<file path="src/rtl/muldiv_pkg.sv">
// Shared types and ALU control codes for the HI/LO multiply/divide sequencer.
package muldiv_pkg;

    typedef enum logic [1:0] {
        IDLE     = 2'd0,
        MUL_BUSY = 2'd1,
        DIV_BUSY = 2'd2,
        DONE     = 2'd3
    } state_e;

    // Must track alu_defines.vh
    localparam logic [5:0] ALU_MULT  = 6'b011000;
    localparam logic [5:0] ALU_MULTU = 6'b011001;
    localparam logic [5:0] ALU_DIV   = 6'b011010;
    localparam logic [5:0] ALU_DIVU  = 6'b011011;

    function automatic logic is_mul(input logic [5:0] ctl);
        return (ctl == ALU_MULT) || (ctl == ALU_MULTU);
    endfunction

    function automatic logic is_div(input logic [5:0] ctl);
        return (ctl == ALU_DIV) || (ctl == ALU_DIVU);
    endfunction

endpackage

</file>
<file path="src/rtl/muldiv_seq_if.sv">
// Handshake bundle between the muldiv sequencer (master) and the external divider (slave).
interface muldiv_seq_if #(
    parameter int DATA_W = 32
);
    logic                  div_start_o;
    logic                  div_annul_o;
    logic [DATA_W-1:0]     div_opa_o;
    logic [DATA_W-1:0]     div_opb_o;
    logic                  div_ready_i;
    logic [2*DATA_W-1:0]   div_result_i;

    modport master (
        output div_start_o, div_annul_o, div_opa_o, div_opb_o,
        input  div_ready_i, div_result_i
    );

    modport slave (
        input  div_start_o, div_annul_o, div_opa_o, div_opb_o,
        output div_ready_i, div_result_i
    );
endinterface

</file>
<file path="src/rtl/muldiv_seq_mul_pipe.sv">
// STAGES-deep signed/unsigned DATA_W x DATA_W multiplier; free-running, result STAGES cycles after inputs.
module mul_pipe #(
    parameter int DATA_W = 32,
    parameter int STAGES = 3
) (
    input  logic                  clk,
    input  logic                  rst,
    input  logic [DATA_W-1:0]     a_i,
    input  logic [DATA_W-1:0]     b_i,
    input  logic                  is_signed_i,
    output logic [2*DATA_W-1:0]   prod_o
);

    logic                  sa, sb;
    logic [2*DATA_W-1:0]   a_x, b_x, prod;
    logic [STAGES-1:0][2*DATA_W-1:0] pipe;

    // Extending to full width makes the low 2*DATA_W bits of the product exact for both signednesses
    assign sa   = is_signed_i & a_i[DATA_W-1];
    assign sb   = is_signed_i & b_i[DATA_W-1];
    assign a_x  = {{DATA_W{sa}}, a_i};
    assign b_x  = {{DATA_W{sb}}, b_i};
    assign prod = a_x * b_x;

    always_ff @(posedge clk) begin
        if (!rst) begin
            pipe <= '0;
        end else begin
            pipe[0] <= prod;
            for (int i = 1; i < STAGES; i++)
                pipe[i] <= pipe[i-1];
        end
    end

    assign prod_o = pipe[STAGES-1];

endmodule

</file>
<file path="src/rtl/muldiv_seq.sv">
// EXE-stage sequencer for MULT/MULTU/DIV/DIVU: stall generation, divider handshake, HI/LO strobe.
// Optional MULDIV_DBZ_FAST_EN: divide-by-zero bypasses the divider and completes immediately.
module muldiv_seq
    import muldiv_pkg::*;
#(
    parameter int DATA_W     = 32,
    parameter int MUL_CYCLES = 3
) (
    input  logic                  clk,
    input  logic                  rst,
    input  logic                  op_valid_i,
    input  logic [5:0]            alucontrol_i,
    input  logic [DATA_W-1:0]     opa_i,
    input  logic [DATA_W-1:0]     opb_i,
    input  logic                  flush_i,
    input  logic                  except_i,
    input  logic                  mem_stall_i,
    muldiv_seq_if.master          div_if,
    output logic                  stall_o,
    output logic [2*DATA_W-1:0]   hilo_o,
    output logic                  hilo_valid_o,
    output logic                  busy_o
);

    localparam int CNT_W = (MUL_CYCLES > 1) ? $clog2(MUL_CYCLES) : 1;

    state_e                state_q, state_d;
    logic [CNT_W-1:0]      cnt_q;
    logic [DATA_W-1:0]     opa_q, opb_q;
    logic [2*DATA_W-1:0]   hilo_q, prod;
    logic                  div_first_q;
    logic                  kill, acc_mul, acc_div, dbz_fast;
    logic                  div_start, div_annul;

    assign kill    = flush_i | except_i;
    assign acc_mul = (state_q == IDLE) & op_valid_i & ~kill & is_mul(alucontrol_i);
    assign acc_div = (state_q == IDLE) & op_valid_i & ~kill & is_div(alucontrol_i);

`ifdef MULDIV_DBZ_FAST_EN
    assign dbz_fast = acc_div & (opb_i == '0);
`else
    assign dbz_fast = 1'b0;
`endif

    // Fed straight from the operand bus so the product lands exactly as the counter expires
    mul_pipe #(
        .DATA_W (DATA_W),
        .STAGES (MUL_CYCLES)
    ) u_mul_pipe (
        .clk         (clk),
        .rst         (rst),
        .a_i         (opa_i),
        .b_i         (opb_i),
        .is_signed_i (alucontrol_i == ALU_MULT),
        .prod_o      (prod)
    );

    always_comb begin
        state_d      = state_q;
        stall_o      = 1'b0;
        hilo_valid_o = 1'b0;
        div_start    = 1'b0;
        div_annul    = 1'b0;
        case (state_q)
            IDLE: begin
                if (acc_mul) begin
                    stall_o = 1'b1;
                    state_d = MUL_BUSY;
                end else if (acc_div) begin
                    stall_o = 1'b1;
                    state_d = dbz_fast ? DONE : DIV_BUSY;
                end
            end
            MUL_BUSY: begin
                stall_o = 1'b1;
                if (kill)
                    state_d = IDLE;
                else if (cnt_q == '0)
                    state_d = DONE;
            end
            DIV_BUSY: begin
                stall_o   = 1'b1;
                div_start = div_first_q;
                if (kill) begin
                    div_annul = rst;
                    state_d   = IDLE;
                end else if (div_if.div_ready_i) begin
                    state_d = DONE;
                end
            end
            DONE: begin
                if (kill) begin
                    state_d = IDLE;
                end else if (mem_stall_i) begin
                    stall_o = 1'b1;
                end else begin
                    hilo_valid_o = 1'b1;
                    state_d      = IDLE;
                end
            end
            default: state_d = IDLE;
        endcase
    end

    always_ff @(posedge clk) begin
        if (!rst) begin
            state_q     <= IDLE;
            cnt_q       <= '0;
            opa_q       <= '0;
            opb_q       <= '0;
            hilo_q      <= '0;
            div_first_q <= 1'b0;
        end else begin
            state_q     <= state_d;
            div_first_q <= acc_div & ~dbz_fast;
            if (acc_mul | acc_div) begin
                opa_q <= opa_i;
                opb_q <= opb_i;
            end
            if (acc_mul)
                cnt_q <= CNT_W'(MUL_CYCLES - 1);
            else if ((state_q == MUL_BUSY) && (cnt_q != '0))
                cnt_q <= cnt_q - CNT_W'(1);
            if ((state_q == MUL_BUSY) && !kill && (cnt_q == '0))
                hilo_q <= prod;
            else if ((state_q == DIV_BUSY) && !kill && div_if.div_ready_i)
                hilo_q <= div_if.div_result_i;
            else if (dbz_fast)
                hilo_q <= {opa_i, {DATA_W{1'b1}}};
        end
    end

    assign div_if.div_start_o = div_start;
    assign div_if.div_annul_o = div_annul;
    assign div_if.div_opa_o   = opa_q;
    assign div_if.div_opb_o   = opb_q;
    assign hilo_o             = hilo_q;
    assign busy_o             = (state_q != IDLE);

endmodule
</file>
<file path="src/flat_wrapper.sv">
// flat-port wrapper written by rule: the top's interface ports become plain ports
module muldiv_seq_flat import muldiv_pkg::*;
#(
    parameter int DATA_W     = 32,
    parameter int MUL_CYCLES = 3
)
  (clk, rst, op_valid_i, alucontrol_i, opa_i, opb_i, flush_i, except_i, mem_stall_i, stall_o, hilo_o, hilo_valid_o, busy_o, div_if_div_start_o, div_if_div_annul_o, div_if_div_opa_o, div_if_div_opb_o, div_if_div_ready_i, div_if_div_result_i);
  muldiv_seq_if #(.DATA_W(DATA_W)) div_if_i ();
  input  logic clk;
  input  logic rst;
  input  logic op_valid_i;
  input  logic [5:0] alucontrol_i;
  input  logic [DATA_W-1:0] opa_i;
  input  logic [DATA_W-1:0] opb_i;
  input  logic flush_i;
  input  logic except_i;
  input  logic mem_stall_i;
  output logic stall_o;
  output logic [2*DATA_W-1:0] hilo_o;
  output logic hilo_valid_o;
  output logic busy_o;
  output wire logic [$bits(div_if_i.div_start_o)-1:0] div_if_div_start_o;
  output wire logic [$bits(div_if_i.div_annul_o)-1:0] div_if_div_annul_o;
  output wire logic [$bits(div_if_i.div_opa_o)-1:0] div_if_div_opa_o;
  output wire logic [$bits(div_if_i.div_opb_o)-1:0] div_if_div_opb_o;
  input wire logic [$bits(div_if_i.div_ready_i)-1:0] div_if_div_ready_i;
  input wire logic [$bits(div_if_i.div_result_i)-1:0] div_if_div_result_i;
  assign div_if_div_start_o = div_if_i.div_start_o;
  assign div_if_div_annul_o = div_if_i.div_annul_o;
  assign div_if_div_opa_o = div_if_i.div_opa_o;
  assign div_if_div_opb_o = div_if_i.div_opb_o;
  assign div_if_i.div_ready_i = div_if_div_ready_i;
  assign div_if_i.div_result_i = div_if_div_result_i;
  muldiv_seq #(.DATA_W(DATA_W), .MUL_CYCLES(MUL_CYCLES)) u_core (.clk(clk), .rst(rst), .op_valid_i(op_valid_i), .alucontrol_i(alucontrol_i), .opa_i(opa_i), .opb_i(opb_i), .flush_i(flush_i), .except_i(except_i), .mem_stall_i(mem_stall_i), .div_if(div_if_i), .stall_o(stall_o), .hilo_o(hilo_o), .hilo_valid_o(hilo_valid_o), .busy_o(busy_o));
endmodule
</file>
<file path="config.mk">
export PLATFORM = sky130hd
export DESIGN_NAME = muldiv_seq_flat
export DESIGN_NICKNAME = d
export VERILOG_FILES = /design/src/rtl/muldiv_pkg.sv /design/src/rtl/muldiv_seq_if.sv /design/src/rtl/muldiv_seq_mul_pipe.sv /design/src/rtl/muldiv_seq.sv /design/src/flat_wrapper.sv
export SDC_FILE = /design/constraint.sdc
export NUM_CORES = 2
export LEC_CHECK = 0
export ABC_AREA = 1
export ABC_CLOCK_PERIOD_IN_PS = 24800
export BUFFER_PORTS_ARGS = -buffer_cell sky130_fd_sc_hd__buf_4
export CAP_MARGIN = 20
export CELL_PAD_IN_SITES_DETAIL_PLACEMENT = 0
export CELL_PAD_IN_SITES_GLOBAL_PLACEMENT = 2
export CORE_MARGIN = 2
export CORE_UTILIZATION = 42
export CTS_CLUSTER_DIAMETER = 200
export DETAILED_ROUTE_END_ITERATION = 10
export HOLD_SLACK_MARGIN = 0.1
export PLACE_DENSITY = 0.9
export SETUP_SLACK_MARGIN = 0.4
export SLEW_MARGIN = 15
export SYNTH_ARGS = -nofsm -noshare
export SYNTH_HDL_FRONTEND = slang
export SYNTH_SLANG_ARGS = --single-unit
</file>
<file path="constraint.sdc">
create_clock -name clk -period 24.8 [get_ports clk]
set_input_delay 2.48 -clock clk [delete_from_list [all_inputs] [get_ports clk]]
set_output_delay 2.48 -clock clk [all_outputs]
set_load 0.01 [all_outputs]
</file>
# ---- Word-level counts from Yosys, hierarchy flattened
# Cells that the tools add are included.
dict set report classes {
  shift 0
  div_mod_pow 0
  multipliers 1
  reduce_logical 17
  magnitude_cmp 0
  mux 24
  n_addsub 1
  eq_ne 11
  bitwise 10
}
# operator n
set ops {}
lappend ops {{64-bit two-way mux} 2}
lappend ops {{33-bit by 33-bit multiplier with 64-bit output} 1}
lappend ops {{6-bit by 5-bit equality test with 1-bit output, second input constant} 4}
lappend ops {{2-bit two-way mux} 10}
lappend ops {{1-bit two-way mux} 10}
lappend ops {{2-bit case mux with 4 select lines} 1}
lappend ops {{2-bit nonzero test} 4}
lappend ops {{1-bit bitwise AND} 6}
lappend ops {{3-bit by 1-bit inequality test with 1-bit output, second input constant} 2}
lappend ops {{3-bit by 2-bit inequality test with 1-bit output, second input constant} 2}
lappend ops {{1-bit logical AND} 5}
lappend ops {{2-bit equality test, second input constant} 2}
lappend ops {{2-bit zero test} 2}
lappend ops {{4-bit AND reduction} 1}
lappend ops {{2-bit OR reduction} 2}
lappend ops {{1-bit case mux with 3 select lines} 1}
lappend ops {{2-bit by 1-bit equality test with 1-bit output, second input constant} 1}
lappend ops {{1-bit logical OR} 2}
lappend ops {{1-bit inverter} 2}
lappend ops {{1-bit OR} 2}
lappend ops {{2-bit by 1-bit subtractor with 2-bit output, second input constant} 1}
lappend ops {{1-bit zero test} 1}
dict set report word_totals {
  rom_bits 0
  ff_bits 325
  ramBits 0
  latch_bits 0
  inputBits 141
  wordCells 74
  out_inout_bits 133
  memories 0
}

# ---- Logic depth before layout (Yosys ltp)
dict set report depth {
  word_depth 7
  ltp_mapped 35
  depth_no_buf 34
}

# ---- By module
# A second synthesis with hierarchy kept.
dict set report unflattened {
  hier_cells 6448
  area_unflattened_um2 51349.2
}
# module area_per_inst_um2 cells_per_inst seq_area_each_um2 n_inst
set by_module_without_submodules {}
lappend by_module_without_submodules {mul_pipe 45750.1 5730 3843.7 1}
lappend by_module_without_submodules {muldiv_seq 5599.1 718 2662.6 1}

# ---- Worst setup path after synthesis
# OpenSTA, ideal clock, no wires.
dict set report synth_timing {
  kind {input -> register}
  start {input alucontrol_i[5]}
  end {register u_core.u_mul_pipe.pipe[63] in the netlist's numbering}
  t_required_ns 24.685
  slack_ns 15.192
  arrival_time_ns 9.493
  path_buffers 2
  path_stages 33
  setup_time_ns 0.115
  path_cell_list {inv_1 > nand2_1 > nor2_1 > nand2_1 > clkbuf_1 > buf_1 > nor2_1 > fa_1 > inv_1 > fa_1 > inv_1 > fa_1 > inv_1 > fa_1 > fa_1 > fa_1 > inv_1 > fa_1 > inv_1 > fa_1 > inv_1 > ha_1 > inv_1 > nor3_1 > inv_1 > nor2_1 > nand2_1 > inv_1 > nand2_1 > nand2_1 > a21oi_1 > a21oi_1 > nor2_1}
}
dict set report synth_between {
  elab_chain_cells 3
  word_cells_on_any_way 4
  cone_classes {1 x mul; 1 x eq/ne; 2 x bitwise}
}
# element line
set synth_lines {}
lappend synth_lines {{from (decl)} flat_wrapper.sv:12} ;# input logic [5:0] alucontrol_i;
lappend synth_lines {{6-bit by 5-bit equality test with 1-bit output (*)} muldiv_seq.sv:54} ;# .is_signed_i (alucontrol_i == ALU_MULT),
lappend synth_lines {{1-bit bitwise AND, on equally long branches} {muldiv_seq_mul_pipe.sv:19, muldiv_seq_mul_pipe.sv:20}}
lappend synth_lines {{33-bit by 33-bit multiplier with 64-bit output (*)} muldiv_seq_mul_pipe.sv:23} ;# assign prod = a_x * b_x;
lappend synth_lines {{to (signal, indexed assignment)} muldiv_seq_mul_pipe.sv:31} ;# pipe[i] <= pipe[i-1];
lappend synth_lines {{to (decl)} muldiv_seq_mul_pipe.sv:16} ;# logic [STAGES-1:0][2*DATA_W-1:0] pipe;
# Every way passes the cells marked *; elsewhere a longest branch is shown, timed or not.
# A chain may end at the register's enable or synchronous reset.

# ---- Final worst setup path
dict set report layout_timing {
  start {input alucontrol_i[4]}
  end {register u_core.u_mul_pipe.pipe[63] in the netlist's numbering}
}
# Same word-level chain as after synthesis.

==> impl_metrics.toml <==
[status]
status = "finished, final reports clean"

[timing]
layout_setup_ws_ns = 14.64
post-route-period-util = 0.410
maxSlewHeadroom = 0.387
tightest_slew_ns = 0.920
finalCriticalPeriod_ns = 10.16
setup_viol = 0
rsz0062_at_grt = "no"
drv_slew = 0
skew_ns = 0.0236
tns_ns = 0
finalHoldViolations = 0
clock.fmax_ghz = 0.0984

[global_route]
grt_antenna_before_repair = 7
grt_first_pass_wirelength_um = 244000
globalRouteMet1Util = 0.353
met2_usage = 0.444
groute.usage.overall = 0.259
grt_max_degree = 99
overflow = 0
grt-busiest-layer = "met2"
use_met3 = 0.0312
grt_pass1_vias = 41772

[routing]
routed_wl_um = 153000
drc = 0
ant_nets = 0
drt-initial-drc-count = 2457
via_per_inst = 4.87
dr.pass1.iters = 7
wire_per_inst_um = 19.4
via_count = 38268

[logic_synthesis]
synth_area_leaders = "fa_1 45%, dfxtp_1 13%, inv_1 13%"
syn_inst = 6214
seq_area_frac_synth = 0.129
synth_edf_count = 0
yosysWarningCount = 0
syn-num-nets = 7698
syn_avg_cell_area_um2 = 8.10
synth_cell_types = 41
async_reset_ff_frac = 0
yosysTopAreaCell = "fa_1"
synth.top_cell.area_share = 0.447
ys_seq_elements = 325
synthFlopType = "dfxtp_1"
syn_area_um2 = 50300

[worst_setup_path]
crit_top_cell = "inv_1"
cp.required_ns = 25.32
crit_arrival_ns = 10.68
path_class = "input pin to register"
cpMaxStageDelayCell = "fa_1"
end_kind = "register"
cpPeakStageDelay_ns = 0.89
cp_max_fo = 31
critPathLaunchType = "input pin"

[placed_design]
place_hpwl_um = 120000
place_congestion = 0.938
io_buffers = 273
post-place-ws_ns = 14.08

[floorplan]
row_count = 127
die_w_um = 350
fp.coreArea_um2 = 119000
die_h_um = 350
die_area_um2 = 123000
ios = 274
initial_core_util = 0.422

[cts]
clkTransAtPathRegs_ns = 0.06
cts_made_buffers = 36
post_cts_buffers = 0
root_buffer = "clkbuf_16"
cts_hold_buf = 0
ctsResizeCount = 0
insertion_delay_ns = 0.58
clock_sinks = 325
clockBufferDepth = 3
htree_levels = 2
cts_tree = "done"

[cells_and_area]
drive_gt1_frac = 0.0710
area_delta_synth_final_pct = 8.39
multiInputGateArea_um2 = 36100
layout.nets = 7699
seq_area_um2 = 6510
fill_cells = 12043

[hold_path]
min_path_type = "register to register"

[run]
maxCapViolCount = 0
## metal layers
layer,up-vias,wire [µm]
met3,191,9440
met1,19415,66100
li1,17492,-
met2,1170,73900
met5,-,0
met4,0,3150
## Yosys cell counts (5+ instances only)
library cell / number
ha_1: 218
nand3_1: 70
inv_2: 12
nor2_2: 23
nor2_1: 331
nor3_1: 9
fa_1: 1125
o21bai_1: 13
a21o_1: 6
nand4_1: 5
a21oi_1: 189
nand2_2: 19
nand2_1: 1521
dfxtp_1: 325
nand3_2: 7
o21ai_1: 9
buf_2: 20
clkbuf_1: 305
inv_1: 1705
a21oi_2: 7
nand3b_1: 5
mux2i_1: 64
o21ai_0: 176
o21a_1: 16
## flip-flops by register name (all words and copies together) (netlist names)
| signal | flops |
|---|---|
| u_core.cnt_q | 2 |
| u_core.div_first_q | 1 |
| u_core.div_if.div_opa_o | 32 |
| u_core.div_if.div_opb_o | 32 |
| u_core.hilo_o | 64 |
| u_core.state_q | 2 |
| u_core.u_mul_pipe.pipe | 128 |
| u_core.u_mul_pipe.prod_o | 64 |
## critical path, delay by kind of cell
family	cells	cell delay [ns]
fa+ha+maj	9	5.06
buf+inv	11	1.67
simple gates	12	1.33
compound gates	1	0.06
## through the flow
| step | hold slack (ns) | instance area (µm²) | cells | utilization |
|---|---|---|---|---|
| final | 0.411 | 54600 | 7854 | 0.457 |
| after global routing | 0.430 | 54600 | 7854 | 0.457 |
| after CTS | 0.413 | 54600 | 7853 | 0.457 |
| after detailed placement | 0.398 | 53300 | 7789 | 0.447 |
| after global placement | 0.396 | 53300 | 7789 | 0.447 |
| after floorplan | 0.390 | 50300 | 6214 | - |
## final cells by class
class,count,area share
multi-input cells,3840,0.662
flip-flops and latches,325,0.119
inverters,1719,0.118
repair buffers,293,0.0405
well taps,1612,0.0370
clock buffers,45,0.0180
clock inverters,19,0.00472
diodes,1,0.0000459
## path summary, 6_finish.rpt
path / from / end / slack [ns] / cells past startpoint
min reg2reg: u_core.u_mul_pipe.pipe[6]$_SDFF_PN0_ / u_core.u_mul_pipe.pipe[70]$_SDFF_PN0_ / 0.41 / 2
max: alucontrol_i[4] / u_core.u_mul_pipe.pipe[63]$_SDFF_PN0_ / 14.64 / 33
max reg2reg: u_core.state_q[0]$_SDFFE_PN0P_ / u_core.div_if.div_opb_o[31]$_SDFFE_PN0P_ / 22.15 / 9
min: u_core.u_mul_pipe.pipe[6]$_SDFF_PN0_ / u_core.u_mul_pipe.pipe[70]$_SDFF_PN0_ / 0.41 / 2
## cells by family after synthesis
kind of cell               count (synthesis)  share of synthesized area
AOI/OAI and AO/OA                        425                     0.0452
buffers and inverters                   2049                      0.154
adders and majority gates               1343                      0.502
and+or+nand+nor                         2004                      0.157
xor gates and xnor gates                   4                   0.000696
DFF                                      325                      0.129
muxes                                     64                     0.0127
## placed cells by master, fill, tap and decap left out, types with 9 or more instances in the layout
master,instances
ha_1,218
buf_4,292
a21oi_1,189
o21ai_1,9
clkbuf_16,36
nand2_1,1518
o21bai_1,13
nand2_2,21
nor3_1,9
o21a_1,16
o21ai_0,176
nand3_1,69
nor2_2,24
fa_1,1125
inv_2,12
mux2i_1,64
dfxtp_1,325
nor2_1,330
inv_1,1705
Power is not shown: default switching activity piles up to over one toggle a cycle in this logic, so the estimate is an artifact.
